==> config.mk <==
export PLATFORM = sky130hd
export DESIGN_NAME = msj_update_scheduler
export DESIGN_NICKNAME = d
export VERILOG_FILES = /design/src/rtl/msj_update_scheduler.sv
export SDC_FILE = /design/constraint.sdc
export NUM_CORES = 1
export LEC_CHECK = 0
export ABC_AREA = 1
export CORE_ASPECT_RATIO = 0.7
export CORE_UTILIZATION = 30
export DETAILED_ROUTE_END_ITERATION = 16
export HOLD_SLACK_MARGIN = 0.08
export PLACE_DENSITY = 0.64
export SLEW_MARGIN = 10
export SYNTH_ARGS = -nofsm -noshare
export SYNTH_HDL_FRONTEND = slang
export SYNTH_SLANG_ARGS = --single-unit
==> constraint.sdc <==
create_clock -name clock -period 15.9 [get_ports clock]
set_clock_uncertainty 0.15 [all_clocks]
set_input_delay 2.385 -clock clock [delete_from_list [all_inputs] [get_ports clock]]
set_output_delay 2.385 -clock clock [all_outputs]
set_load 0.02 [all_outputs]
==> src/rtl/msj_update_scheduler.sv <==
// Time-multiplexes one shared PD controller across NUM_MOTORS motors, one settle/update/capture slot per motor.
// Optional overrun detection is compiled in with MSJ_SCHED_OVERRUN_EN.
module msj_update_scheduler #(
    parameter int NUM_MOTORS = 4,
    parameter int SETTLE     = 2,
    parameter int LATENCY    = 3,
    localparam int SW = (NUM_MOTORS > 1) ? $clog2(NUM_MOTORS) : 1
) (
    input  logic                    clock,
    input  logic                    reset,
    input  logic                    enable,
    input  logic [NUM_MOTORS-1:0]   motor_mask,
    input  logic [31:0]             update_period,
    input  logic [31:0]             ctrl_duty,
    output logic [SW-1:0]           sel,
    output logic                    update_controller,
    output logic [32*NUM_MOTORS-1:0] duty,
    output logic [NUM_MOTORS-1:0]   duty_valid,
    output logic                    busy,
    output logic                    round_done,
    output logic                    overrun,
    input  logic                    overrun_clear,
    output logic [1:0]              state_dbg
);

    localparam int PW = $clog2(SETTLE + LATENCY + 1);

    typedef enum logic [1:0] {S_IDLE, S_SETTLE, S_WAIT, S_CAPTURE} state_t;

    state_t                  state;
    logic [31:0]             period_cnt;
    logic                    tick;
    logic [NUM_MOTORS-1:0]   mask_q;
    logic [PW-1:0]           phase;
    logic [SW-1:0]           first_sel;
    logic [SW-1:0]           next_sel;
    logic                    next_found;

    assign tick      = enable && (period_cnt == 32'd0);
    assign busy      = (state != S_IDLE);
    assign state_dbg = state;

    // Free-running period counter; a period of 0 behaves like 1 (tick every cycle).
    always_ff @(posedge clock or posedge reset) begin
        if (reset) begin
            period_cnt <= 32'd0;
        end else if (!enable) begin
            period_cnt <= 32'd0;
        end else if (period_cnt == 32'd0) begin
            period_cnt <= (update_period == 32'd0) ? 32'd0 : update_period - 32'd1;
        end else begin
            period_cnt <= period_cnt - 32'd1;
        end
    end

    // Lowest set bit of the live mask, and the next latched bit above sel.
    always_comb begin
        first_sel  = '0;
        next_found = 1'b0;
        next_sel   = sel;
        for (int i = NUM_MOTORS - 1; i >= 0; i--) begin
            if (motor_mask[i]) first_sel = SW'(i);
            if (mask_q[i] && (i > int'(sel))) begin
                next_found = 1'b1;
                next_sel   = SW'(i);
            end
        end
    end

    always_ff @(posedge clock or posedge reset) begin
        if (reset) begin
            state             <= S_IDLE;
            sel               <= '0;
            update_controller <= 1'b0;
            duty              <= '0;
            duty_valid        <= '0;
            round_done        <= 1'b0;
            mask_q            <= '0;
            phase             <= '0;
        end else begin
            duty_valid <= '0;
            round_done <= 1'b0;
            case (state)
                S_IDLE: begin
                    if (tick && (motor_mask != '0)) begin
                        mask_q <= motor_mask;
                        sel    <= first_sel;
                        phase  <= '0;
                        state  <= S_SETTLE;
                    end
                end
                S_SETTLE: begin
                    if (phase == PW'(SETTLE - 1)) begin
                        phase             <= '0;
                        update_controller <= 1'b1;
                        state             <= S_WAIT;
                    end else begin
                        phase <= phase + PW'(1);
                    end
                end
                S_WAIT: begin
                    if (phase == PW'(LATENCY - 1)) begin
                        phase             <= '0;
                        update_controller <= 1'b0;
                        state             <= S_CAPTURE;
                    end else begin
                        phase <= phase + PW'(1);
                    end
                end
                S_CAPTURE: begin
                    for (int i = 0; i < NUM_MOTORS; i++) begin
                        if (i == int'(sel)) begin
                            duty[32*i +: 32] <= ctrl_duty;
                            duty_valid[i]    <= 1'b1;
                        end
                    end
                    if (next_found) begin
                        sel   <= next_sel;
                        state <= S_SETTLE;
                    end else begin
                        round_done <= 1'b1;
                        state      <= S_IDLE;
                    end
                end
                default: state <= S_IDLE;
            endcase
        end
    end

`ifdef MSJ_SCHED_OVERRUN_EN
    // A new overrun event takes priority over a coincident clear.
    always_ff @(posedge clock or posedge reset) begin
        if (reset) begin
            overrun <= 1'b0;
        end else if (tick && busy) begin
            overrun <= 1'b1;
        end else if (overrun_clear) begin
            overrun <= 1'b0;
        end
    end
`else
    logic unused_overrun_clear;
    assign unused_overrun_clear = overrun_clear;
    assign overrun = 1'b0;
`endif

endmodule
==> results of run 1 <==
where the power goes:
| group | switching (mW) | internal (mW) |
|---|---|---|
| registers | 0.136 | 0.647 |
| logic | 0.758 | 0.526 |
| clock network | 0.192 | 0.223 |
logic make-up (layout without fill, tap and decap cells):
kind of cell	Yosys count	after routing
AND/OR/NAND/NOR	601	601
AO/OA/AOI/OAI	188	188
other	1	1
XOR/XNOR	25	25
adder cells (fa/ha/maj)	8	8
buffers and inverters	151	359
flip-flops	176	176
through the flow:
step	hold WS, ns	std cells	power, mW	util [%]	instance area [um^2]
final	0.333	1736	2.48	41.0	11900
after detailed placement	0.322	1704	2.06	39.0	11300
after floorplan	0.303	1150	1.53	-	8890
after CTS	0.338	1736	2.49	41.0	11900
after global placement	0.316	1704	2.04	39.0	11300
after global routing	0.358	1736	2.66	41.0	11900
state kept, by name, summed over array words and instances (netlist names):
signal	cells
duty	128
period_cnt	32
duty_valid	4
mask_q	3
phase	3
sel	2
state_dbg	2
round_done	1
update_controller	1
placed cells by master, fill, tap and decap left out, types with 9 or more instances in the layout:
master / netlist / final
nand2_1: 333 / 332
clkdlybuf4s50_1: 0 / 209
dfrtp_1: 176 / 176
o21ai_0: 146 / 146
nor2_1: 144 / 144
inv_1: 108 / 107
nand3_1: 58 / 57
a21oi_1: 18 / 18
clkbuf_16: 0 / 17
nor2_2: 16 / 16
xor2_1: 15 / 15
nand3_2: 10 / 11
xnor2_1: 10 / 10
nand4_1: 10 / 10
nor3_1: 9 / 9
critical path, stage by stage:
cell and delay (ns):
clkdlybuf4s50_1 1.07, inv_1 0.64, a31oi_1 0.41, nand2_1 0.11
nand2_2 0.21, nand2_1 0.12, nand2_1 0.07, nand2_1 0.05
layout make-up:
class / instances / share of cell area [%]
clock buffer: 19 / 3.73
clock inverter: 13 / 1.07
inverter: 115 / 3.67
multi-input combinational: 823 / 32.7
sequential: 176 / 37.1
tap: 378 / 3.98
timing repair buffer: 212 / 17.8
layer usage:
metal,share of wire (%),GRT usage (%),up-vias
met2,42,25.0,231
met5,0,0,-
met3,5.8,3.46,20
li1,-,-,4029
met1,51,27.0,3842
met4,1.2,4.33,0
path summary, 6_finish.rpt:
kind | start | to | slack [ns] | depth (start not counted)
min in group asynchronous | reset | period_cnt[12]$_DFF_PP0_ | 2.41 | 2
worst max register to register | period_cnt[0]$_DFF_PP0_ | period_cnt[14]$_DFF_PP0_ | 13.40 | 9
max in group asynchronous | reset | duty[16]$_DFFE_PP0P_ | 11.57 | 3
worst min register to register | duty[30]$_DFFE_PP0P_ | duty[30]$_DFFE_PP0P_ | 0.33 | 2
worst max-delay path | enable | phase[2]$_DFFE_PP0P_ | 11.00 | 8
worst min-delay path | duty[30]$_DFFE_PP0P_ | duty[30]$_DFFE_PP0P_ | 0.33 | 2
==> flow_summary.json, run 1 <==
{
  "irDropWorstVdd_mv": 0.114,
  "route.detailed.drc": 0,
  "async_flop_share_pct": 100,
  "min_period_ns": 4.90,
  "die_height_um": 146,
  "cts_sinks": 176,
  "final.period_utilization_pct": 30.8,
  "start_kind": "input pin",
  "synth_top_area_cell": "dfrtp_1",
  "grtUsageTotal_pct": 17.6,
  "syn_avg_cell_area_um2": 7.73,
  "setup_viol": 0,
  "area_delta_synth_final_pct": 33.7,
  "gp_congestion": 0.890,
  "syn-cell-area_um2": 8890,
  "std_cell_rows": 52,
  "hold_violations": 0,
  "fin_nets": 1425,
  "cp.arrival_ns": 5.07,
  "num-fill-cells": 2944,
  "synth_most_common_cell": "nand2_1",
  "synth_top_cells_by_count": "333 x nand2_1, 176 x dfrtp_1, 146 x o21ai_0",
  "vias": 8122,
  "synth-edff-count": 0,
  "grt_pass1_wl_um": 42400,
  "drt-total-wl_um": 26200,
  "ys_types": 38,
  "grt_max_degree": 97,
  "max_slew_margin_pct": 30.9,
  "power_leakage_nw": 5.63,
  "viasPerCell": 4.68,
  "clkSlewWorstSetupHoldPaths_ns": 0.07,
  "cp-end-kind": "flip-flop",
  "drtIter0Drc": 643,
  "cp_max_fo": 22,
  "fmax_mhz": 204,
  "synth-compound-area-share_pct": 11.2,
  "rsz0062_at_grt": "false",
  "worstSetupPathType": "in -> reg",
  "drive_above_1_share_pct": 6.55,
  "synth_top_family_by_area": "simple AND/OR/NAND/NOR gates",
  "synthSimpleGateAreaFrac_pct": 28.8,
  "synthTopCellsByArea": "dfrtp_1 50%, nand2_1 14%, o21ai_0 8.2%",
  "antenna_left": 0,
  "grt_pass1_vias": 7576,
  "outcome": "complete, no violations",
  "setup_slack_ns": 11.00,
  "drt-wirelength-per-cell_um": 15.1,
  "yosys_most_used_dff": "dfrtp_1",
  "synthAdderAreaFrac_pct": 1.13,
  "synth_xor_area_share_pct": 2.46,
  "overflow": 0,
  "power_density_nw_per_um2": 209,
  "clk_latency_ns": 0.43,
  "synth_top_area_share_pct": 49.5,
  "cts_tree": "built",
  "io_buffers": 209,
  "antenna_found_initial": 0,
  "slew_viol_final": 0,
  "cts_setup_buffers": 0,
  "maxCapViolations": 0,
  "multi_input_area_um2": 3890,
  "pre_cts_ws_ns": 10.61,
  "die_w_um": 208,
  "first_pass_iters": 5,
  "seqCellArea_um2": 4400,
  "cts_hold_buf": 0,
  "synth-seq-cells": 176,
  "hp-class": "reg -> reg",
  "postCtsResizedCells": 0,
  "clk_path_buf_depth": 2,
  "place_hpwl_um": 19100,
  "start_util_pct": 30.6,
  "boundaryPins": 212,
  "cts_made_buffers": 17,
  "diodes": 0,
  "muxShareOfSynthArea_pct": 0,
  "tightest_slew_ns": 1.04,
  "ys_seq_area_share_pct": 49.5,
  "synth_nets": 1230,
  "die-area_um2": 30300,
  "netlist_instances": 1150,
  "fin_setup_tns_ns": 0,
  "coreArea_um2": 29000,
  "synth_warnings": 0,
  "cts-root-buf": "clkbuf_16",
  "htreeDepth": 4,
  "required_ns": 16.07
}
No activity file was read; power rests on OpenSTA's default activity.
==> run 2: changes to the inputs <==
PLACE_DENSITY = 0.66   (was 0.64)
clock period = 4.2 ns   (was 15.9 ns; I/O delays follow)
==> run 2 against run 1 <==
Final area increased by 0.62%. Die area unchanged. Core utilization increased by 0.25 points. Critical path type is now reg -> out. Via count increased by 0.85%. Critical endpoint is now busy. Sequential power increased to 3.8 times the previous value. Non-clock buffer count increased by 5. Clock power increased to 3.8 times the previous value.
==> flow_summary.json, run 2 (synthesis results as in run 1) <==
{
  "final_cell_area_um2": 12000,
  "cp-end-kind": "output port",
  "grtUsageTotal_pct": 18.1,
  "comb_power_share_pct": 52.0,
  "maxCapViolations": 0,
  "cts_tree": "built",
  "placed_area_um2": 11400,
  "overflow": 0,
  "hp-class": "reg -> reg",
  "grt_pass1_wl_um": 43200,
  "slew_viol_final": 0,
  "cts_hold_buf": 0,
  "gr-usage-met2_pct": 25.3,
  "grt_pass1_vias": 7755,
  "final.period_utilization_pct": 66.4,
  "clk_path_buf_depth": 2,
  "setup_slack_ns": 1.41,
  "vias": 8191,
  "drt-total-wl_um": 26800,
  "p_sw_mw": 4.13,
  "sw_frac_of_total_pct": 43.9,
  "use_met3_pct": 4.28,
  "antenna_found_initial": 0,
  "required_ns": 3.42,
  "cts_sinks": 176,
  "p_clk_share_pct": 16.5,
  "coreArea_um2": 29000,
  "top_register": "duty",
  "cp.arrival_ns": 2.01,
  "setup_viol": 0,
  "max_slew_margin_pct": 26.2,
  "first_pass_iters": 5,
  "grt_max_degree": 66,
  "internal_power_mw": 5.29,
  "postCtsResizedCells": 0,
  "cts_made_buffers": 17,
  "final_common_cell": "nand2_1",
  "die_height_um": 146,
  "pre_cts_ws_ns": 1.27,
  "min_period_ns": 2.79,
  "antenna_left": 0,
  "start_kind": "flip-flop",
  "area_delta_synth_final_pct": 34.5,
  "start_util_pct": 30.6,
  "power_leakage_nw": 5.67,
  "grt_busiest_layer": "met1",
  "clkSlewWorstSetupHoldPaths_ns": 0.07,
  "final_cell_mix": "332 x nand2_1, 209 x clkdlybuf4s50_1, 176 x dfrtp_1",
  "use_met1_pct": 27.8,
  "drive_above_1_share_pct": 6.90,
  "tightest_slew_ns": 1.11,
  "fin_setup_tns_ns": 0,
  "hold_violations": 0,
  "gp_congestion": 0.956,
  "pwr-share-seq_pct": 31.4,
  "drtIter0Drc": 742,
  "route.detailed.drc": 0,
  "cp_max_fo": 6,
  "htreeDepth": 4,
  "fmax_mhz": 359,
  "largest_reg_flops": 128,
  "fin_nets": 1430,
  "std_cell_rows": 52,
  "die-area_um2": 30300,
  "viasPerCell": 4.71,
  "io_buffers": 209,
  "diodes": 0,
  "worstSetupPathType": "reg -> out",
  "clk_latency_ns": 0.44,
  "rsz0062_at_grt": "false",
  "top_regs": "duty (128), period_cnt (32), duty_valid (4)",
  "die_w_um": 208,
  "drt-wirelength-per-cell_um": 15.4,
  "boundaryPins": 212,
  "outcome": "complete, no violations",
  "cts-root-buf": "clkbuf_16",
  "cts_setup_buffers": 0,
  "irDropWorstVdd_mv": 0.407,
  "power_density_nw_per_um2": 788,
  "place_hpwl_um": 20000
}
[run 2: cell count changes in the layout (fill, tap and decap cells not counted)]
cell | before | now
buf_12 | 0 | 3
buf_4 | 3 | 5
clkbuf_1 | 1 | 0
clkinv_2 | 2 | 3
clkinv_4 | 1 | 2
clkinv_8 | 0 | 1
clkinvlp_4 | 4 | 3
inv_6 | 4 | 3
inv_8 | 2 | 1
[run 2: power by group through the flow]
stage	Sequential, mW	Combinational, mW	Clock, mW
after CTS	2.96	4.90	1.60
after global routing	3.07	5.37	1.68
final	2.96	4.90	1.56
after global placement	2.95	4.81	0
after detailed placement	2.97	4.88	0
after floorplan	3.66	2.13	0
[run 2: per-layer routing]
layer / wire, um / vias to the layer above
met5: 0 / -
met4: 325 / 0
met3: 1900 / 20
met2: 11100 / 262
met1: 13500 / 3863
li1: - / 4046
[run 2: per-stage QoR]
| step | utilization (%) | power (mW) | hold slack [ns] | instances |
|---|---|---|---|---|
| floorplan | - | 5.79 | 0.303 | 1150 |
| global placement | 39.3 | 7.76 | 0.315 | 1709 |
| detailed placement | 39.3 | 7.85 | 0.322 | 1709 |
| CTS | 41.2 | 9.45 | 0.340 | 1740 |
| global route | 41.2 | 10.1 | 0.353 | 1740 |
| finish | 41.2 | 9.42 | 0.335 | 1740 |
[run 2: final timing paths]
check / start / end / slack, ns / cells past startpoint
max: state_dbg[0]$_DFFE_PP0P_ / busy / 1.41 / 4
min: duty[96]$_DFFE_PP0P_ / duty[96]$_DFFE_PP0P_ / 0.34 / 2
max reg2reg: period_cnt[0]$_DFF_PP0_ / period_cnt[16]$_DFF_PP0_ / 1.71 / 9
min reg2reg: duty[96]$_DFFE_PP0P_ / duty[96]$_DFFE_PP0P_ / 0.34 / 2
max in group asynchronous: reset / update_controller$_DFFE_PP0P_ / 2.48 / 3
min in group asynchronous: reset / period_cnt[12]$_DFF_PP0_ / 0.61 / 2
[run 2: worst max-delay path: stages, from the launching register on]
cell             delay, ns
dfrtp_1               0.45
inv_1                 0.13
ha_1                  0.27
inv_1                 0.11
clkdlybuf4s50_1       0.61
[run 2: final cells by class]
| class | instances | area (um^2) |
|---|---|---|
| Clock buffer | 18 | 439 |
| Clock inverter | 13 | 131 |
| Fill cell | 2929 | 17100 |
| Inverter | 115 | 435 |
| Multi-Input combinational cell | 823 | 3890 |
| Sequential cell | 176 | 4400 |
| Tap cell | 378 | 473 |
| Timing Repair Buffer | 217 | 2190 |
